**src/rtl/psum_ctrl_pkg.sv**
```systemverilog
// Shared definitions for the psum store/load controllers: word and address
// widths, FSM state encodings, and the address walk used by both sides.
package psum_ctrl_pkg;

  localparam int PSUM_ADDR_W = 16;
  localparam int PSUM_DATA_W = 16;

  localparam logic [2:0] ST_IDLE         = 3'd0;
  localparam logic [2:0] ST_LOAD         = 3'd1;
  localparam logic [2:0] ST_DRAIN        = 3'd2;
  localparam logic [2:0] ST_UPDATE_BASE  = 3'd3;
  localparam logic [2:0] ST_UPDATE_BATCH = 3'd4;
  localparam logic [2:0] ST_DONE         = 3'd5;

  // cnt_p*EF*EF + cnt_e*EF + iter at full 32-bit width; callers truncate.
  function automatic logic [31:0] psum_addr(input logic [2:0] cnt_p,
                                            input logic [6:0] cnt_e,
                                            input logic [6:0] iter,
                                            input logic [6:0] ef);
    logic [31:0] ef_w;
    ef_w = {25'd0, ef};
    return ({29'd0, cnt_p} * ef_w * ef_w) + ({25'd0, cnt_e} * ef_w) + {25'd0, iter};
  endfunction

endpackage

```
**src/rtl/psum_skid_fifo.sv**
```systemverilog
// Small synchronous show-ahead FIFO that buffers returning psum words
// ({last, data}) so GLB reads can run ahead of PE-array backpressure.
module psum_skid_fifo #(
  parameter  int DEPTH = 4,
  parameter  int WIDTH = 17,
  localparam int AW    = $clog2(DEPTH)
) (
  input  logic             i_clk,
  input  logic             i_rst,
  input  logic             i_push,
  input  logic [WIDTH-1:0] i_data,
  input  logic             i_pop,
  output logic [WIDTH-1:0] o_data,
  output logic             o_full,
  output logic             o_empty,
  output logic [AW:0]      o_count
);

  logic [WIDTH-1:0] mem [DEPTH];
  logic [AW-1:0]    wr_ptr;
  logic [AW-1:0]    rd_ptr;
  logic [AW:0]      count;
  logic             do_push;
  logic             do_pop;

  assign do_push = i_push && !o_full;
  assign do_pop  = i_pop && !o_empty;
  assign o_full  = (count == (AW+1)'(DEPTH));
  assign o_empty = (count == '0);
  assign o_count = count;
  assign o_data  = mem[rd_ptr];

  // Storage array; contents need no reset since count gates visibility.
  always_ff @(posedge i_clk) begin
    if (do_push) mem[wr_ptr] <= i_data;
  end

  // Pointer and occupancy bookkeeping.
  always_ff @(posedge i_clk) begin
    if (i_rst) begin
      wr_ptr <= '0;
      rd_ptr <= '0;
      count  <= '0;
    end else begin
      if (do_push) wr_ptr <= wr_ptr + 1'b1;
      if (do_pop)  rd_ptr <= rd_ptr + 1'b1;
      case ({do_push, do_pop})
        2'b10:   count <= count + 1'b1;
        2'b01:   count <= count - 1'b1;
        default: count <= count;
      endcase
    end
  end

endmodule

```
**src/rtl/psum_load_ctrl.sv**
```systemverilog
// Psum reload controller: walks the GLB psum bank in store-side order,
// issues credit-limited reads (or injects zeros), buffers returns in a
// skid FIFO and streams them to the PE array with valid/ready.
module psum_load_ctrl
  import psum_ctrl_pkg::*;
#(
  parameter int ADDR_W     = PSUM_ADDR_W,
  parameter int DATA_W     = PSUM_DATA_W,
  parameter int FIFO_DEPTH = 4
) (
  input  logic              i_clk,
  input  logic              i_rst,
  input  logic              i_start,
  input  logic              i_zero_init,
  input  logic [6:0]        i_layer_EF,
  input  logic [2:0]        i_layer_p,
  input  logic [2:0]        i_layer_n,
  output logic              o_psum_glb_re,
  output logic [ADDR_W-1:0] o_psum_glb_ra,
  input  logic [DATA_W-1:0] i_psum_glb_rd,
  output logic              o_psum_valid,
  output logic [DATA_W-1:0] o_psum_data,
  output logic              o_psum_last,
  input  logic              i_psum_ready,
  output logic              o_iter_done,
  output logic              o_load_done
);

  localparam int CW = $clog2(FIFO_DEPTH) + 1;

  logic [2:0]        state;
  logic [2:0]        state_nxt;
  logic [2:0]        cnt_p;
  logic [6:0]        cnt_e;
  logic [6:0]        iter_cnt;
  logic [2:0]        batch_cnt;
  logic              zero_mode;
  logic              pipe_vld;
  logic              pipe_zero;
  logic              pipe_last;
  logic [CW-1:0]     fifo_count;
  logic              fifo_full;
  logic              fifo_empty;
  logic [DATA_W:0]   fifo_rdata;
  logic [DATA_W:0]   fifo_wdata;
  logic              pop;
  logic              credit_ok;
  logic              issue;
  logic              last_tag;
  logic              p_wrap;
  logic [ADDR_W-1:0] addr;

  assign pop       = !fifo_empty && i_psum_ready;
  assign credit_ok = !(fifo_full && !pop) &&
                     ((int'(fifo_count) + int'(pipe_vld) - int'(pop)) < FIFO_DEPTH);
  assign issue     = (state == ST_LOAD) && credit_ok;
  assign p_wrap    = (cnt_p == i_layer_p - 3'd1);
  assign last_tag  = p_wrap && (cnt_e == i_layer_EF - 7'd1);
  assign addr      = ADDR_W'(psum_addr(cnt_p, cnt_e, iter_cnt, i_layer_EF));

  assign o_psum_glb_re = issue && !zero_mode;
  assign o_psum_glb_ra = o_psum_glb_re ? addr : '0;
  assign fifo_wdata    = {pipe_last, pipe_zero ? {DATA_W{1'b0}} : i_psum_glb_rd};
  assign o_psum_valid  = !fifo_empty;
  assign o_psum_data   = o_psum_valid ? fifo_rdata[DATA_W-1:0] : '0;
  assign o_psum_last   = o_psum_valid && fifo_rdata[DATA_W];
  assign o_iter_done   = (state == ST_UPDATE_BASE);
  assign o_load_done   = (state == ST_DONE);

  psum_skid_fifo #(
    .DEPTH (FIFO_DEPTH),
    .WIDTH (DATA_W + 1)
  ) u_fifo (
    .i_clk   (i_clk),
    .i_rst   (i_rst),
    .i_push  (pipe_vld),
    .i_data  (fifo_wdata),
    .i_pop   (pop),
    .o_data  (fifo_rdata),
    .o_full  (fifo_full),
    .o_empty (fifo_empty),
    .o_count (fifo_count)
  );

  // Next-state selection for the load sequence.
  always_comb begin
    state_nxt = state;
    case (state)
      ST_IDLE:         if (i_start) state_nxt = ST_LOAD;
      ST_LOAD:         if (issue && last_tag) state_nxt = ST_DRAIN;
      ST_DRAIN:        if (fifo_empty && !pipe_vld) state_nxt = ST_UPDATE_BASE;
      ST_UPDATE_BASE:  state_nxt = (iter_cnt == i_layer_EF - 7'd1) ? ST_UPDATE_BATCH : ST_IDLE;
      ST_UPDATE_BATCH: state_nxt = (batch_cnt == i_layer_n - 3'd1) ? ST_DONE : ST_IDLE;
      ST_DONE:         state_nxt = ST_IDLE;
      default:         state_nxt = ST_IDLE;
    endcase
  end

  // State, address walk, pass counters and the one-deep return tag pipe.
  always_ff @(posedge i_clk) begin
    if (i_rst) begin
      state     <= ST_IDLE;
      cnt_p     <= '0;
      cnt_e     <= '0;
      iter_cnt  <= '0;
      batch_cnt <= '0;
      zero_mode <= 1'b0;
      pipe_vld  <= 1'b0;
      pipe_zero <= 1'b0;
      pipe_last <= 1'b0;
    end else begin
      state     <= state_nxt;
      pipe_vld  <= issue;
      pipe_zero <= zero_mode;
      pipe_last <= last_tag;
      if (state == ST_IDLE && i_start) begin
        zero_mode <= i_zero_init;
        cnt_p     <= '0;
        cnt_e     <= '0;
      end
      if (issue) begin
        if (p_wrap) begin
          cnt_p <= '0;
          cnt_e <= last_tag ? 7'd0 : cnt_e + 7'd1;
        end else begin
          cnt_p <= cnt_p + 3'd1;
        end
      end
      if (state == ST_UPDATE_BASE)
        iter_cnt <= (iter_cnt == i_layer_EF - 7'd1) ? 7'd0 : iter_cnt + 7'd1;
      if (state == ST_UPDATE_BATCH)
        batch_cnt <= (batch_cnt == i_layer_n - 3'd1) ? 3'd0 : batch_cnt + 3'd1;
    end
  end

endmodule

```
**config.mk**
```make
export PLATFORM = sky130hd
export DESIGN_NAME = psum_load_ctrl
export DESIGN_NICKNAME = d
export VERILOG_FILES = /design/src/rtl/psum_ctrl_pkg.sv /design/src/rtl/psum_skid_fifo.sv /design/src/rtl/psum_load_ctrl.sv
export SDC_FILE = /design/constraint.sdc
export NUM_CORES = 1
export LEC_CHECK = 0
export BUFFER_PORTS_ARGS = -buffer_cell sky130_fd_sc_hd__buf_2
export CORE_MARGIN = 2
export CORE_UTILIZATION = 68
export CTS_BUF_LIST = sky130_fd_sc_hd__clkbuf_8
export DETAILED_ROUTE_END_ITERATION = 16
export PLACE_DENSITY = 0.88
export REMOVE_ABC_BUFFERS = 1
export SYNTH_ARGS = -nofsm -noshare
export SYNTH_HDL_FRONTEND = slang
export SYNTH_HIERARCHICAL = 1
export SYNTH_SLANG_ARGS = --single-unit
export TNS_END_PERCENT = 1
```
**constraint.sdc**
```tcl
create_clock -name i_clk -period 17.8 [get_ports i_clk]
set_input_delay 1.78 -clock i_clk [delete_from_list [all_inputs] [get_ports i_clk]]
set_output_delay 1.78 -clock i_clk [all_outputs]
set_load 0.05 [all_outputs]
```
# Word level (Yosys, flattened, before mapping)
# Memories as Yosys holds them, arrays and structs flattened. A register that Yosys moved wholly into a read port is not among the register bits.
# Cells that the tools add are included.
[totals]
regBits = 34
mem_bits_rw = 68
input_bits = 34
memories = 1
[memory_table]
columns = ["memory", "words", "width", "read_ports", "rd_ports_with_merged_regs", "write_ports", "line", "rtl"]
rows = [
  ["u_fifo.mem", 4, 17, 1, 1, 1, "psum_skid_fifo.sv:19", "logic [WIDTH-1:0] mem [DEPTH];"],
]
[classes]
add_sub_neg = 15
multipliers = 3
magnitude_cmp = 1
n_eq_ne = 15
muxes = 23
n_reduce_logical = 23
[ops]
columns = ["op", "count"]
rows = [
  ["2-to-1 mux 16 bit", 3],
  ["2-to-1 mux 7 bit", 5],
  ["2-to-1 mux 3 bit", 9],
  ["adder 16 x 14 -> 16 bit", 1],
  ["adder 16 x 7 -> 16 bit", 1],
  ["multiplier 10 x 7 -> 16 bit", 1],
  ["one-hot mux 3 bit (5 select lines)", 1],
  ["adder 7 x 1 -> 7 bit (second input constant)", 2],
  ["equality test 7 bit", 2],
  ["multiplier 7 x 7 -> 14 bit", 1],
  ["logical AND 1 bit", 12],
  ["multiplier 3 x 7 -> 10 bit", 1],
  ["adder 3 x 1 -> 3 bit (second input constant)", 3],
  ["equality test 3 bit (second input constant)", 3],
  ["subtractor 3 x 1 -> 3 bit (second input constant)", 3],
  ["subtractor 7 x 1 -> 7 bit (second input constant)", 1],
  ["equality test 3 x 2 -> 1 bit (second input constant)", 2],
  ["equality test 3 bit", 2],
  ["logical NOT 1 bit", 6],
  ["logical NOT 3 bit", 2],
  ["one-hot mux 3 bit (2 select lines)", 1],
  ["< comparator 5 x 4 -> 1 bit (second input constant)", 1],
  ["subtractor 4 x 1 -> 5 bit", 1],
  ["adder 2 x 1 -> 2 bit (second input constant)", 2],
  ["other kinds (10)", 14],
]

# Longest topological paths before layout
[depth]
depth_word = 11
mapped_depth = 31
mapped_depth_nobuf = 28

# By module
# Netlist, hierarchy kept.
[modules_own_cells]
columns = ["mod", "instances", "cells_per_inst", "area_each_um2", "seq_area_each_um2"]
rows = [
  ["psum_load_ctrl", 1, 846, 7096.8, 540.5],
  ["psum_skid_fifo", 1, 143, 2967.8, 2222.1],
]

# Worst setup path after synthesis
# OpenSTA, ideal clock, no wires.
[synth_path]
path_kind = "input to output"
startpoint = "in i_layer_EF[3]"
endpoint = "out o_psum_glb_ra[13]"
arrival_time_ns = 9.433
required_time_ns = 16.020
path_slack_ns = 6.587
stages = 28
path_buffers = 3
cell_sequence = "buf_4 clkbuf_1 clkbuf_1 nand2_1 fa_1 inv_1 fa_1 a21o_1 a21oi_1 o21bai_1 a21oi_1 xnor2_1 and2_1 fa_1 inv_1 fa_1 inv_1 fa_1 fa_1 fa_1 inv_1 fa_1 inv_1 ha_1 or3_1 a2111oi_0 o21ai_0 a21oi_1"
[synth_via]
elab_chain_len = 5
[synth_lines]
columns = ["element", "line", "rtl"]
rows = [
  ["start, declared", "psum_load_ctrl.sv:15", "input logic [6:0] i_layer_EF,"],
  ["multiplier 3 x 7 -> 10 bit", "psum_ctrl_pkg.sv:22", "return ({29'd0, cnt_p} * ef_w * ef_w) + ({25'd0, cnt_e} * ef_w) + {25'd0, iter};"],
  ["multiplier 10 x 7 -> 16 bit", "psum_ctrl_pkg.sv:22", ""],
  ["adder 16 x 14 -> 16 bit *", "psum_ctrl_pkg.sv:22", ""],
  ["adder 16 x 7 -> 16 bit *", "psum_ctrl_pkg.sv:22", ""],
  ["2-to-1 mux 16 bit *", "psum_load_ctrl.sv:62", "assign o_psum_glb_ra = o_psum_glb_re ? addr : '0;"],
  ["end, declared", "psum_load_ctrl.sv:19", "output logic [ADDR_W-1:0] o_psum_glb_ra,"],
]
# Mark *: on every way between the ends. The rest lies on a longest branch, timed or not.

# Worst setup path after layout
[layout_path]
startpoint = "in i_layer_EF[2]"
endpoint = "out o_psum_glb_ra[13]"
# Same word-level chain as after synthesis.

==> flow_metrics.py <==
metrics = {
    "timing": {
        "shortest_period_the_worst_path_allows_ns": 11.28,
        "max_slew_violation_count": 0,
        "setup_viol": 0,
        "finalHoldViolCount": 0,
        "tns_ns": 0,
        "max_freq_mhz": 88.63,
        "worst_clock_skew_ns": 0.009662,
        "layout_worst_path_cycle_share_pct": 63.38,
        "timing.max_slew.rel_slack_pct": 23.91,
        "rsz0062_at_grt": "false",
        "tightest_slew_ns": 1.140,
    },
    "drt": {
        "post_drt_via_cell_ratio": 5.735,
        "highest_layer": "met4",
        "post_drt_wl_per_cell_um": 16.25,
        "num_vias": 6997,
        "detail_route.iter0.violations": 475,
        "antenna_left": 0,
        "totalWireLength_mm": 19.82,
        "remaining_drc_errors": 0,
        "wl_met1_mm": 8.323,
        "met2RoutedLength_mm": 10.29,
        "route.met3.wl_um": 897,
        "drt_pre_antenna_iters": 5,
    },
    "worst_setup_path": {
        "critical_path.endpoint_type": "output pin",
        "crit_path_start_kind": "primary input",
        "worst-setup-path-type": "primary input to output pin",
        "timing.critical_path.arrival_ns": 9.50,
        "crit_fanout": 27,
        "timing.critical_path.required_ns": 16.02,
    },
    "global_route": {
        "antenna_violations_before_repair": 0,
        "pin_count_of_the_biggest_net_entering_global_routing": 35,
        "global_route.usage.total_pct": 26.04,
        "grt_overflow_total": 0,
        "grt_first_pass_wirelength_mm": 33.12,
        "vias_in_the_first_global_route": 7065,
    },
    "placement": {
        "portBuffers": 70,
        "detailedPlacementHpwl_mm": 15.01,
        "finalWeightedCongestion": 0.8664,
    },
    "yosys": {
        "count_of_mapped_cells_out_of_synthesis": 989,
        "yosys.area_share.simple_pct": 17.43,
        "postSynth.topFlopCell": "edfxtp_1",
        "ys_seq_area_share_pct": 27.45,
        "yosys_warnings": 6,
        "synth_top_family_by_area": "adder cells",
        "synth-compound-area-share_pct": 5.706,
        "synth_seq_cells": 104,
        "synthDistinctLibCells": 64,
        "synth-xor-area-share_pct": 5.022,
        "syn-cell-area_um2": 10060,
        "synth_enable_flop_cells": 68,
        "ys_async_sr_fraction_pct": 0,
        "syn_area_per_cell_um2": 10.18,
        "post_synth_fa_ha_maj_area_fraction_pct": 31.38,
        "synth_mux_area_share_pct": 4.475,
    },
    "cts": {
        "tritoncts": "built",
        "clock-root-buffer": "clkbuf_8",
        "insertion_delay_ns": 0.37,
        "clock_sink_count": 104,
        "post_cts_resized": 0,
        "cts_buffers": 9,
        "holdBufCountCts": 0,
        "clockBufferDepth": 2,
        "deepest_level_of_the_cts_h_tree": 3,
        "post_cts.repair.setup_buffers": 0,
        "clk_transition_reported_paths_ns": 0.10,
    },
    "cells_and_area": {
        "final_core_utilization_pct": 73.68,
        "num_antenna_cells": 0,
        "nNetsFinal": 1258,
        "syn_to_final_growth_pct": 5.992,
        "mostFrequentLayoutCells": "inv_1, fa_1, ha_1",
        "drive_gt1_share_pct": 11.10,
        "layout.cells.most_common": "inv_1",
    },
    "power": {
        "leakage_nw": 5.015,
        "power_per_cell_area_nw_per_um2": 58.77,
        "ir_worst_vdd_v": 0.00004008,
    },
    "worst_hold_path": {
        "min_path_type": "flop to flop",
    },
    "die": {
        "die-area_um2": 15790,
        "placeableCoreArea_um2": 14480,
        "initial_utilization_pct": 69.51,
        "die_height_um": 125.7,
        "die-width_um": 125.7,
        "placement_row_count": 44,
        "floorplan.io_pins": 71,
    },
    "run": {
        "maxCapViolCount": 0,
    },
    "status": {
        "run_status": "finished, final reports clean",
    },
}
==> worst max-delay path: stages <==
cell	delay [ns]
buf_2	0.42
nand2_1	0.18
fa_1	0.53
inv_1	0.04
ha_1	0.21
fa_1	0.40
a21o_1	0.19
a21oi_1	0.20
o21bai_1	0.09
a21oi_1	0.17
xnor2_1	0.16
and2_1	0.21
fa_1	0.48
inv_1	0.06
fa_1	0.53
inv_1	0.05
fa_1	0.52
fa_1	0.44
fa_1	0.55
inv_1	0.06
fa_1	0.53
inv_1	0.04
ha_1	0.24
or3_1	0.40
a2111oi_0	0.46
o21ai_0	0.16
a21oi_1	0.14
buf_2	0.28
==> sequential cells by signal, indices dropped and copies added (netlist names), named ones only <==
name            count
batch_cnt           3
cnt_e               7
cnt_p               3
iter_cnt            7
pipe_last           1
pipe_vld            1
pipe_zero           1
state               3
u_fifo/mem         68
u_fifo/o_count      3
u_fifo/rd_ptr       2
u_fifo/wr_ptr       2
zero_mode           1
==> logic make-up (layout without fill, tap and decap cells) <==
logic type,Yosys count,after routing
fa+ha+maj,193,193
flops,104,104
simple gates,317,317
mux,21,21
compound gates,84,84
xor+xnor,53,53
buf+inv,217,264
==> through the flow <==
| step | worst slack [ns] | instance area [µm²] | hold slack, ns | cells | power [W] |
|---|---|---|---|---|---|
| detailed placement | 6.563 | 10470 | 0.4581 | 1204 | 0.0004827 |
| global route | 5.974 | 10670 | 0.4995 | 1220 | 0.0006649 |
| global placement | 6.766 | 10470 | 0.4493 | 1204 | 0.0004747 |
| finish | 6.518 | 10670 | 0.4679 | 1220 | 0.0006269 |
| floorplan | 7.014 | 9866 | 0.4340 | 948 | 0.0004303 |
| CTS | 6.559 | 10670 | 0.4715 | 1220 | 0.0006304 |
==> final cells by class <==
class / count / area (µm²)
Clock buffer: 9 / 123.9
Clock inverter: 7 / 77.57
Fill cell: 1017 / 3811
Inverter: 176 / 660.6
Multi-Input combinational cell: 668 / 6447
Sequential cell: 104 / 2763
Tap cell: 184 / 230.2
Timing Repair Buffer: 72 / 365.4
==> worst paths after layout <==
| kind | cells past startpoint | end | slack, ns | startpoint |
|---|---|---|---|---|
| worst max-delay path | 28 | o_psum_glb_ra[13] | 6.52 | i_layer_EF[2] |
| worst min-delay path | 2 | zero_mode$_SDFFE_PP0P_ | 0.47 | zero_mode$_SDFFE_PP0P_ |
| worst max register to register | 11 | cnt_e[5]$_SDFF_PP0_ | 14.38 | u_fifo/o_count[1]$_SDFFE_PP0P_ |
| worst min register to register | 2 | zero_mode$_SDFFE_PP0P_ | 0.47 | zero_mode$_SDFFE_PP0P_ |
==> cell usage after synthesis (all sizes together), types with 4 or more instances <==
| cell | instances | area [µm²] |
|---|---|---|
| fa | 99 | 1982 |
| nor2 | 50 | 187.7 |
| o211ai | 4 | 30.03 |
| ha | 94 | 1176 |
| or2 | 4 | 25.02 |
| mux4 | 17 | 409.2 |
| xnor2 | 28 | 245.2 |
| xor2 | 22 | 192.7 |
| nand3b | 5 | 37.54 |
| nor3 | 7 | 40.04 |
| clkbuf | 26 | 97.59 |
| o21ai | 13 | 65.06 |
| buf | 15 | 101.4 |
| inv | 176 | 660.6 |
| nand2b | 11 | 71.32 |
| dfxtp | 36 | 720.7 |
| a21o | 4 | 30.03 |
| a21oi | 24 | 120.1 |
| nand2 | 60 | 225.2 |
| nor3b | 7 | 62.56 |
| nor2b | 40 | 250.2 |
| and3 | 5 | 31.28 |
| edfxtp | 68 | 2042 |
| nand4 | 4 | 25.02 |
| nand3 | 13 | 70.07 |
| nand4b | 5 | 43.79 |
| and2 | 93 | 581.8 |
| o21a | 4 | 30.03 |
| a31oi | 10 | 62.56 |
| or3 | 8 | 50.05 |
==> where the power goes <==
| part | internal [W] | switching, W | leakage [nW] |
|---|---|---|---|
| clock network | 0.0000668 | 0.0000825 | 0.106 |
| registers | 0.000265 | 0.00000714 | 0.902 |
| logic | 0.0000711 | 0.000135 | 4.01 |
==> per-layer routing <==
layer,GRT usage (%),vias up
met4,5.490,0
met2,45.72,187
met5,0,-
met3,3.059,33
met1,35.35,3502
li1,-,3275
Power figures use the tool's default switching activity.
